==> config.mk <==
export PLATFORM = sky130hd
export DESIGN_NAME = mips_rtype_sequencer
export DESIGN_NICKNAME = d
export VERILOG_FILES = /design/src/rtl/mips_pkg.sv /design/src/rtl/mips_rtype_decode.sv /design/src/rtl/mips_rtype_sequencer.sv
export SDC_FILE = /design/constraint.sdc
export NUM_CORES = 1
export LEC_CHECK = 0
export CAP_MARGIN = 5
export CORE_ASPECT_RATIO = 0.75
export CORE_MARGIN = 4
export CORE_UTILIZATION = 41
export CTS_CLUSTER_SIZE = 12
export DETAILED_ROUTE_END_ITERATION = 12
export HOLD_SLACK_MARGIN = 0.08
export PLACE_DENSITY_LB_ADDON = 0.25
export SYNTH_ARGS = -nofsm -noshare
export SYNTH_HDL_FRONTEND = slang
export SYNTH_SLANG_ARGS = --single-unit
==> constraint.sdc <==
create_clock -name clk -period 2.5 [get_ports clk]
set_input_delay 0.75 -clock clk [delete_from_list [all_inputs] [get_ports clk]]
set_output_delay 0.75 -clock clk [all_outputs]
set_load 0.01 [all_outputs]
==> src/rtl/mips_pkg.sv <==
// Shared definitions for the R-type sequencer: opcode/func codes, reject causes
// and the controller state type.
package mips_pkg;

    localparam logic [5:0] R_TYPE    = 6'h00;

    localparam logic [5:0] FUNC_SLL  = 6'h00;
    localparam logic [5:0] FUNC_SRL  = 6'h02;
    localparam logic [5:0] FUNC_SRA  = 6'h03;
    localparam logic [5:0] FUNC_ADD  = 6'h20;
    localparam logic [5:0] FUNC_ADDU = 6'h21;
    localparam logic [5:0] FUNC_SUB  = 6'h22;
    localparam logic [5:0] FUNC_AND  = 6'h24;
    localparam logic [5:0] FUNC_OR   = 6'h25;
    localparam logic [5:0] FUNC_SLTU = 6'h2B;

    localparam logic [1:0] ERR_NONE   = 2'b00;
    localparam logic [1:0] ERR_OPCODE = 2'b01;
    localparam logic [1:0] ERR_FUNC   = 2'b10;

    typedef enum logic [2:0] {
        ST_IDLE,
        ST_DECODE,
        ST_READ,
        ST_EXEC,
        ST_WRITE,
        ST_ERR
    } seq_state_t;

    function automatic logic func_supported(input logic [5:0] func);
        case (func)
            FUNC_SLL, FUNC_SRL, FUNC_SRA, FUNC_ADD, FUNC_ADDU,
            FUNC_SUB, FUNC_AND, FUNC_OR, FUNC_SLTU: return 1'b1;
            default:                                 return 1'b0;
        endcase
    endfunction

endpackage

==> src/rtl/mips_rtype_decode.sv <==
// Combinational R-type field split plus legality check of the latched
// instruction word.
module mips_rtype_decode
    import mips_pkg::*;
(
    input  logic [31:0] instr,
    output logic [4:0]  rs,
    output logic [4:0]  rt,
    output logic [4:0]  rd,
    output logic [4:0]  shamt,
    output logic [5:0]  func,
    output logic        legal,
    output logic [1:0]  err_code
);

    always_comb begin
        rs       = instr[25:21];
        rt       = instr[20:16];
        rd       = instr[15:11];
        shamt    = instr[10:6];
        func     = instr[5:0];
        legal    = 1'b0;
        err_code = ERR_NONE;
        if (instr[31:26] != R_TYPE) begin
            err_code = ERR_OPCODE;
        end else if (!func_supported(instr[5:0])) begin
            err_code = ERR_FUNC;
        end else begin
            legal = 1'b1;
        end
    end

endmodule

==> src/rtl/mips_rtype_sequencer.sv <==
// Multi-cycle R-type controller: IDLE -> DECODE -> READ -> EXEC -> WRITE (or ERR).
// Define MIPS_SEQ_PERF_CNT_EN to add the retired/rejected performance counters.
module mips_rtype_sequencer
    import mips_pkg::*;
#(
    parameter int unsigned CNT_W = 32
) (
    input  logic              clk,
    input  logic              rst,
    input  logic              instr_valid,
    input  logic [31:0]       instr,
    output logic              instr_ready,
    output logic [4:0]        rf_rs_addr,
    output logic [4:0]        rf_rt_addr,
    input  logic [31:0]       rs_data,
    input  logic [31:0]       rt_data,
    output logic [31:0]       alu_a,
    output logic [31:0]       alu_b,
    output logic [5:0]        alu_func,
    output logic [4:0]        alu_shamt,
    input  logic [31:0]       alu_result,
    output logic              rf_wr_en,
    output logic [4:0]        rf_wr_addr,
    output logic [31:0]       rf_wr_data,
    output logic              done,
    output logic              err,
    output logic [1:0]        err_code
`ifdef MIPS_SEQ_PERF_CNT_EN
    ,
    output logic [CNT_W-1:0]  retired_cnt,
    output logic [CNT_W-1:0]  rejected_cnt
`endif
);

    seq_state_t  state_q, state_d;
    logic [31:0] instr_q, instr_d;
    logic [31:0] op_a_q, op_a_d;
    logic [31:0] op_b_q, op_b_d;
    logic [31:0] result_q, result_d;

    logic [4:0]  dec_rs, dec_rt, dec_rd, dec_shamt;
    logic [5:0]  dec_func;
    logic        dec_legal;
    logic [1:0]  dec_err_code;

    mips_rtype_decode u_decode (
        .instr    (instr_q),
        .rs       (dec_rs),
        .rt       (dec_rt),
        .rd       (dec_rd),
        .shamt    (dec_shamt),
        .func     (dec_func),
        .legal    (dec_legal),
        .err_code (dec_err_code)
    );

    always_comb begin
        state_d  = state_q;
        instr_d  = instr_q;
        op_a_d   = op_a_q;
        op_b_d   = op_b_q;
        result_d = result_q;
        case (state_q)
            ST_IDLE: begin
                if (instr_valid) begin
                    instr_d = instr;
                    state_d = ST_DECODE;
                end
            end
            ST_DECODE: state_d = dec_legal ? ST_READ : ST_ERR;
            ST_READ: begin
                op_a_d  = rs_data;
                op_b_d  = rt_data;
                state_d = ST_EXEC;
            end
            ST_EXEC: begin
                result_d = alu_result;
                state_d  = ST_WRITE;
            end
            ST_WRITE: state_d = ST_IDLE;
            ST_ERR:   state_d = ST_IDLE;
            default:  state_d = ST_IDLE;
        endcase
    end

    // Outputs are forced low while rst is asserted so an instruction caught
    // mid-flight can neither write nor pulse done/err.
    always_comb begin
        instr_ready = 1'b0;
        rf_rs_addr  = '0;
        rf_rt_addr  = '0;
        alu_a       = '0;
        alu_b       = '0;
        alu_func    = '0;
        alu_shamt   = '0;
        rf_wr_en    = 1'b0;
        rf_wr_addr  = '0;
        rf_wr_data  = '0;
        done        = 1'b0;
        err         = 1'b0;
        err_code    = '0;
        if (!rst) begin
            case (state_q)
                ST_IDLE: instr_ready = 1'b1;
                ST_READ, ST_EXEC, ST_WRITE: begin
                    rf_rs_addr = dec_rs;
                    rf_rt_addr = dec_rt;
                    alu_func   = dec_func;
                    alu_shamt  = dec_shamt;
                    if (state_q != ST_READ) begin
                        alu_a = op_a_q;
                        alu_b = op_b_q;
                    end
                    if (state_q == ST_WRITE) begin
                        rf_wr_addr = dec_rd;
                        rf_wr_data = result_q;
                        rf_wr_en   = (dec_rd != 5'd0);
                        done       = 1'b1;
                    end
                end
                ST_ERR: begin
                    err      = 1'b1;
                    err_code = dec_err_code;
                end
                default: ;
            endcase
        end
    end

    always_ff @(posedge clk) begin
        if (rst) begin
            state_q  <= ST_IDLE;
            instr_q  <= '0;
            op_a_q   <= '0;
            op_b_q   <= '0;
            result_q <= '0;
        end else begin
            state_q  <= state_d;
            instr_q  <= instr_d;
            op_a_q   <= op_a_d;
            op_b_q   <= op_b_d;
            result_q <= result_d;
        end
    end

`ifdef MIPS_SEQ_PERF_CNT_EN
    logic [CNT_W-1:0] retired_q, retired_d;
    logic [CNT_W-1:0] rejected_q, rejected_d;

    always_comb begin
        retired_d  = retired_q + CNT_W'(done);
        rejected_d = rejected_q + CNT_W'(err);
    end

    always_ff @(posedge clk) begin
        if (rst) begin
            retired_q  <= '0;
            rejected_q <= '0;
        end else begin
            retired_q  <= retired_d;
            rejected_q <= rejected_d;
        end
    end

    assign retired_cnt  = retired_q;
    assign rejected_cnt = rejected_q;
`else
    logic [CNT_W-1:0] unused_cnt_w;
    assign unused_cnt_w = '0;
`endif

endmodule

# Yosys cells after proc, flatten, opt, wreduce, memory -nomap -nowiden
# Index checks and enable logic that the tools add are counted.
totals:
  elab_cells: 68
  inputBits: 131
  reg_bits: 131
  output_inout_bits: 128
op_classes:
  reduce_logical: 7
  n_mux: 41
  eq_ne: 15
op_table:
  columns: ["op", "n"]
  rows:
  - ["$mux 32", 9]
  - ["$mux 5", 9]
  - ["$eq 6x6->1 const B", 6]
  - ["$mux 1", 14]
  - ["$eq 6x2->1 const B", 2]
  - ["$mux 6", 2]
  - ["$pmux 3 s4", 1]
  - ["$reduce_or 9->1", 1]
  - ["$mux 2", 4]
  - ["$eq 3x2->1 const B", 2]
  - ["$eq 3x3->1 const B", 2]
  - ["$logic_not 6->1", 1]
  - ["$mux 3", 2]
  - ["$reduce_bool 6->1", 1]
  - ["$reduce_bool 5->1", 1]
  - ["$eq 3x1->1 const B", 1]
  - ["$logic_not 3->1", 1]
  - ["$ne 3x2->1 const B", 1]
  - ["$reduce_or 3->1", 1]
  - ["$ne 2x2->1 const B", 1]
  - ["$reduce_and 2->1", 1]

# Longest topological paths before layout
depth:
  ltp_word: 8
  depth_mapped: 7
  ltp_nobuf: 4

# Modules after synthesis
# Synthesis repeated with hierarchy kept, for this count alone.
unflattened:
  hier_cells: 837
  hier_area_um2: 7504.7
modules_own_cells:
  columns: ["module", "area_each_um2", "n_inst", "cells_each", "seq_area_each_um2"]
  rows:
  - ["mips_rtype_sequencer", 7241.9, 1, 799, 2622.5]
  - ["mips_rtype_decode", 262.8, 1, 38, 0.0]

# Worst setup path after synthesis
# Ideal clock, no wire load.
synth_path:
  path_kind: "input -> output"
  start: "input rst"
  end: "output rf_wr_data[17]"
  t_required_ns: 1.750
  t_arrival_ns: 1.695
  stages: 7
  slack_ns: 0.055
  path_buffers: 3
  path_cell_list: "buf_2 nor2_1 nand2_1 nor2_1 clkbuf_2 clkbuf_2 and2_1"
synth_via:
  elab_chain_len: 1
synth_lines:
  columns: ["element", "line_no", "rtl"]
  rows:
  - ["start: declaration", "mips_rtype_sequencer.sv:9", "input logic rst,"]
  - ["$mux 32", "mips_rtype_sequencer.sv:102", "if (!rst) begin"]
  - ["end: declaration", "mips_rtype_sequencer.sv:24", "output logic [31:0] rf_wr_data,"]
# Every way passes these cells.

# Final worst setup path
layout_path:
  start: "register state_q[1]"
  end: "output alu_a[13]"
layout_via:
  elab_chain_len: 4
  word_cells_on_any_way: 8
  classes_between: "eq/ne: 4; mux: 3; reduce/logical: 1"
layout_lines:
  columns: ["element", "line_no", "rtl"]
  rows:
  - ["start: declaration", "mips_rtype_sequencer.sv:35", "seq_state_t state_q, state_d;"]
  - ["start signal: assignment", "mips_rtype_sequencer.sv:138", "state_q <= state_d;"]
  - ["$eq 3x3->1 (tied with other cells)", "mips_rtype_sequencer.sv:103", "case (state_q)"]
  - ["$reduce_or 3->1 / $mux 32 (equally long branches)", "mips_rtype_sequencer.sv:103, mips_rtype_sequencer.sv:110", null]
  - ["$mux 32 *", "mips_rtype_sequencer.sv:103", null]
  - ["$mux 32 *", "mips_rtype_sequencer.sv:102", null]
  - ["end: declaration", "mips_rtype_sequencer.sv:17", "output logic [31:0] alu_a,"]
# Every way passes the cells marked *; elsewhere a longest branch is shown, timed or not.

==> metrics.yaml <==
outcome: "finished, violations left"
failed_checks: "setup timing"
hold_end: "instr_q[17]"
fp-row-count: 36
yosysTopAreaCell: "dfxtp_1"
fin_cells: 1175
cts_num_sinks: 131
r2r_start: "state_q[1]"
drtIter0Drc: 331
fin_crit_sh: 1.024
placed_cells: 1131
fin_util: 0.6833
gp_congestion: 0.8057
grt_use_total: 0.2129
required_ns: 1.75
synth_area_leaders: "dfxtp_1 48%, nand2_1 18%, a21oi_1 12%"
grt_overflow_total: 0
drc: 0
cp_slowest_stage_delay_ns: 0.38
cts_tree: "yes"
path_max_fanout: 32
ios: 259
synth_edf_count: 0
wl_um: 17640
startpoint: "state_q[1]"
clk_pin_slew_worst_paths_ns: 0.06
synth_most_common_cell: "nand2_1"
holdWs_ns: 0.4485
diodes: 0
start_kind: "register"
arrival_ns: 1.81
crit_type: "reg2out"
dp_slack_ns: -0.4144
final_max_slew_viol_count: 0
final_nets: 1122
skew_ns: 0.005871
start_util: 0.4171
slew_headroom: 0.4799
setup_violations: 11
hold_path_class: "reg2reg"
die_w_um: 140.7
syn-cell-area_mm2: 0.005411
synth_top_area_share: 0.4846
seq_area_frac_synth: 0.4846
synthTopCellsByCount: "260 x nand2_1, 131 x a21oi_1, 131 x dfxtp_1, 77 x nor2_1, 59 x and2_1"
wire_per_inst_um: 15.01
cts_max_path_buffers: 2
die_y_um: 107.5
max-vdd-ir-drop_uv: 518.7
drive_above_1_share: 0.2361
numPortBuffers: 258
syn2layout_area_growth_pct: 63.79
fmax_mhz: 390.8
worst_slack_ns: -0.05875
post_dp_cell_area_mm2: 0.008100
yosys_warnings: 0
numCtsBuffers: 17
reg2reg_to: "result_q[2]"
antenna_found_initial: 0
synth_flop_cell: "dfxtp_1"
hold_viol_final: 0
period_needed_ns: 2.559
reg2reg_slack_ns: 0.91
slowest_stage: "dfxtp_4"
core_area_mm2: 0.01297
vias: 5603
htree_levels: 4
ant_nets: 0
power.total_mw: 5.997
worst_pin_slew_ns: 0.7802
timing.hold.worst_path_depth: 2
design_area_mm2: 0.008864
ys_ff_latch: 131
syn-num-nets: 870
p_leak_nw: 3.461
hold_start: "instr_q[17]"
rsz0062_at_grt: "yes"
path_cells: "nor2_4 -> mux2i_4 -> or2_4 -> buf_12 -> nor2_1 -> dlygate4sd2_1"
cts-root-buf: "clkbuf_16"
dp_hpwl_um: 10880
die_area_mm2: 0.01512
grt_pass1_wl_um: 25970
synth_cell_types: 30
avgViaCountPerCell: 4.769
synth_area_per_cell_um2: 7.323
grt_start_max_net_pins: 73
synthArstFlopShare: 0
setup-tns-final_ns: -0.1896
crit_path_end_kind: "output pin"
holdBufCountCts: 0
postSynthCellCount: 739
reg2reg_depth: 5
grt_pass1_vias: 5159
firstDrtPassIters: 4
insertion_delay_ns: 0.40
power-per-cell-area_mw_per_mm2: 676.6
drv_cap: 0
## cell usage in the layout, fill, tap and decap left out, types with 17 or more instances in the layout
cell type,n
dfxtp_1,127
and2_1,58
buf_6,34
clkbuf_16,21
clkbuf_2,44
nand2_1,258
nor2_4,36
clkdlybuf4s50_1,129
buf_2,42
buf_4,17
nor2_1,38
a21oi_1,130
## critical path: cells and delay by family, from the launching register on
kind | cells | cell delay, ns
AND/OR/NAND/NOR | 3 | 0.48
buffers and inverters | 2 | 0.46
flip-flops | 1 | 0.38
multiplexers | 1 | 0.08
## what timing repair did
item                       in CTS  in global routing
hold endpoints to repair        0                  0
pin swaps                       1                 29
gates resized for setup       351                214
setup buffers                   3                  2
setup endpoints to repair     128                126
gates cloned                    4                  4
## layout make-up
class / count / area, um^2
repair buffers: 290 / 2629
clock inverters: 14 / 176.4
multi-input cells: 550 / 2769
well taps: 171 / 214.0
clock buffers: 18 / 439.2
inverters: 1 / 3.754
fillers: 1086 / 4109
flip-flops and latches: 131 / 2633
## registers in the layout, indices dropped and copies added (netlist names)
| register | cells |
|---|---|
| instr_q | 32 |
| op_a_q | 32 |
| op_b_q | 32 |
| result_q | 32 |
| state_q | 3 |
## layer usage
| metal | vias to the layer above | GRT usage | routed length [um] |
|---|---|---|---|
| met2 | 217 | 0.3473 | 8355 |
| met5 | - | 0 | 0 |
| met4 | 0 | 0.05878 | 261 |
| met1 | 2510 | 0.2705 | 7489 |
| li1 | 2858 | - | - |
| met3 | 18 | 0.07149 | 1533 |
## how the worst max path moves through the flow
| stage | to | slack [ns] | cells past startpoint |
|---|---|---|---|
| detailed placement | alu_a[31] | -0.41 | 5 |
| global placement | alu_a[31] | -0.41 | 5 |
| finish | alu_a[13] | -0.06 | 6 |
| floorplan | rf_wr_data[17] | 0.05 | 7 |
| CTS | rf_wr_data[14] | -0.16 | 8 |
| global route | alu_a[13] | -0.14 | 7 |
## power by group
group / internal (mW) / total, mW / switching (mW)
clock: 1.60 / 2.55 / 0.941
combinational: 0.531 / 1.14 / 0.605
sequential: 2.24 / 2.32 / 0.0748
total: 4.38 / 6.00 / 1.62
## cell families (layout without fill, tap and decap cells)
| logic type | after synthesis | count (layout) | share of synthesized area |
|---|---|---|---|
| flip-flops | 131 | 131 | 0.4846 |
| buffers and inverters | 58 | 323 | 0.06058 |
| AND/OR/NAND/NOR | 414 | 414 | 0.3262 |
| AO/OA/AOI/OAI | 135 | 135 | 0.1267 |
| multiplexers | 1 | 1 | 0.001850 |
Power figures use the tool's default switching activity.
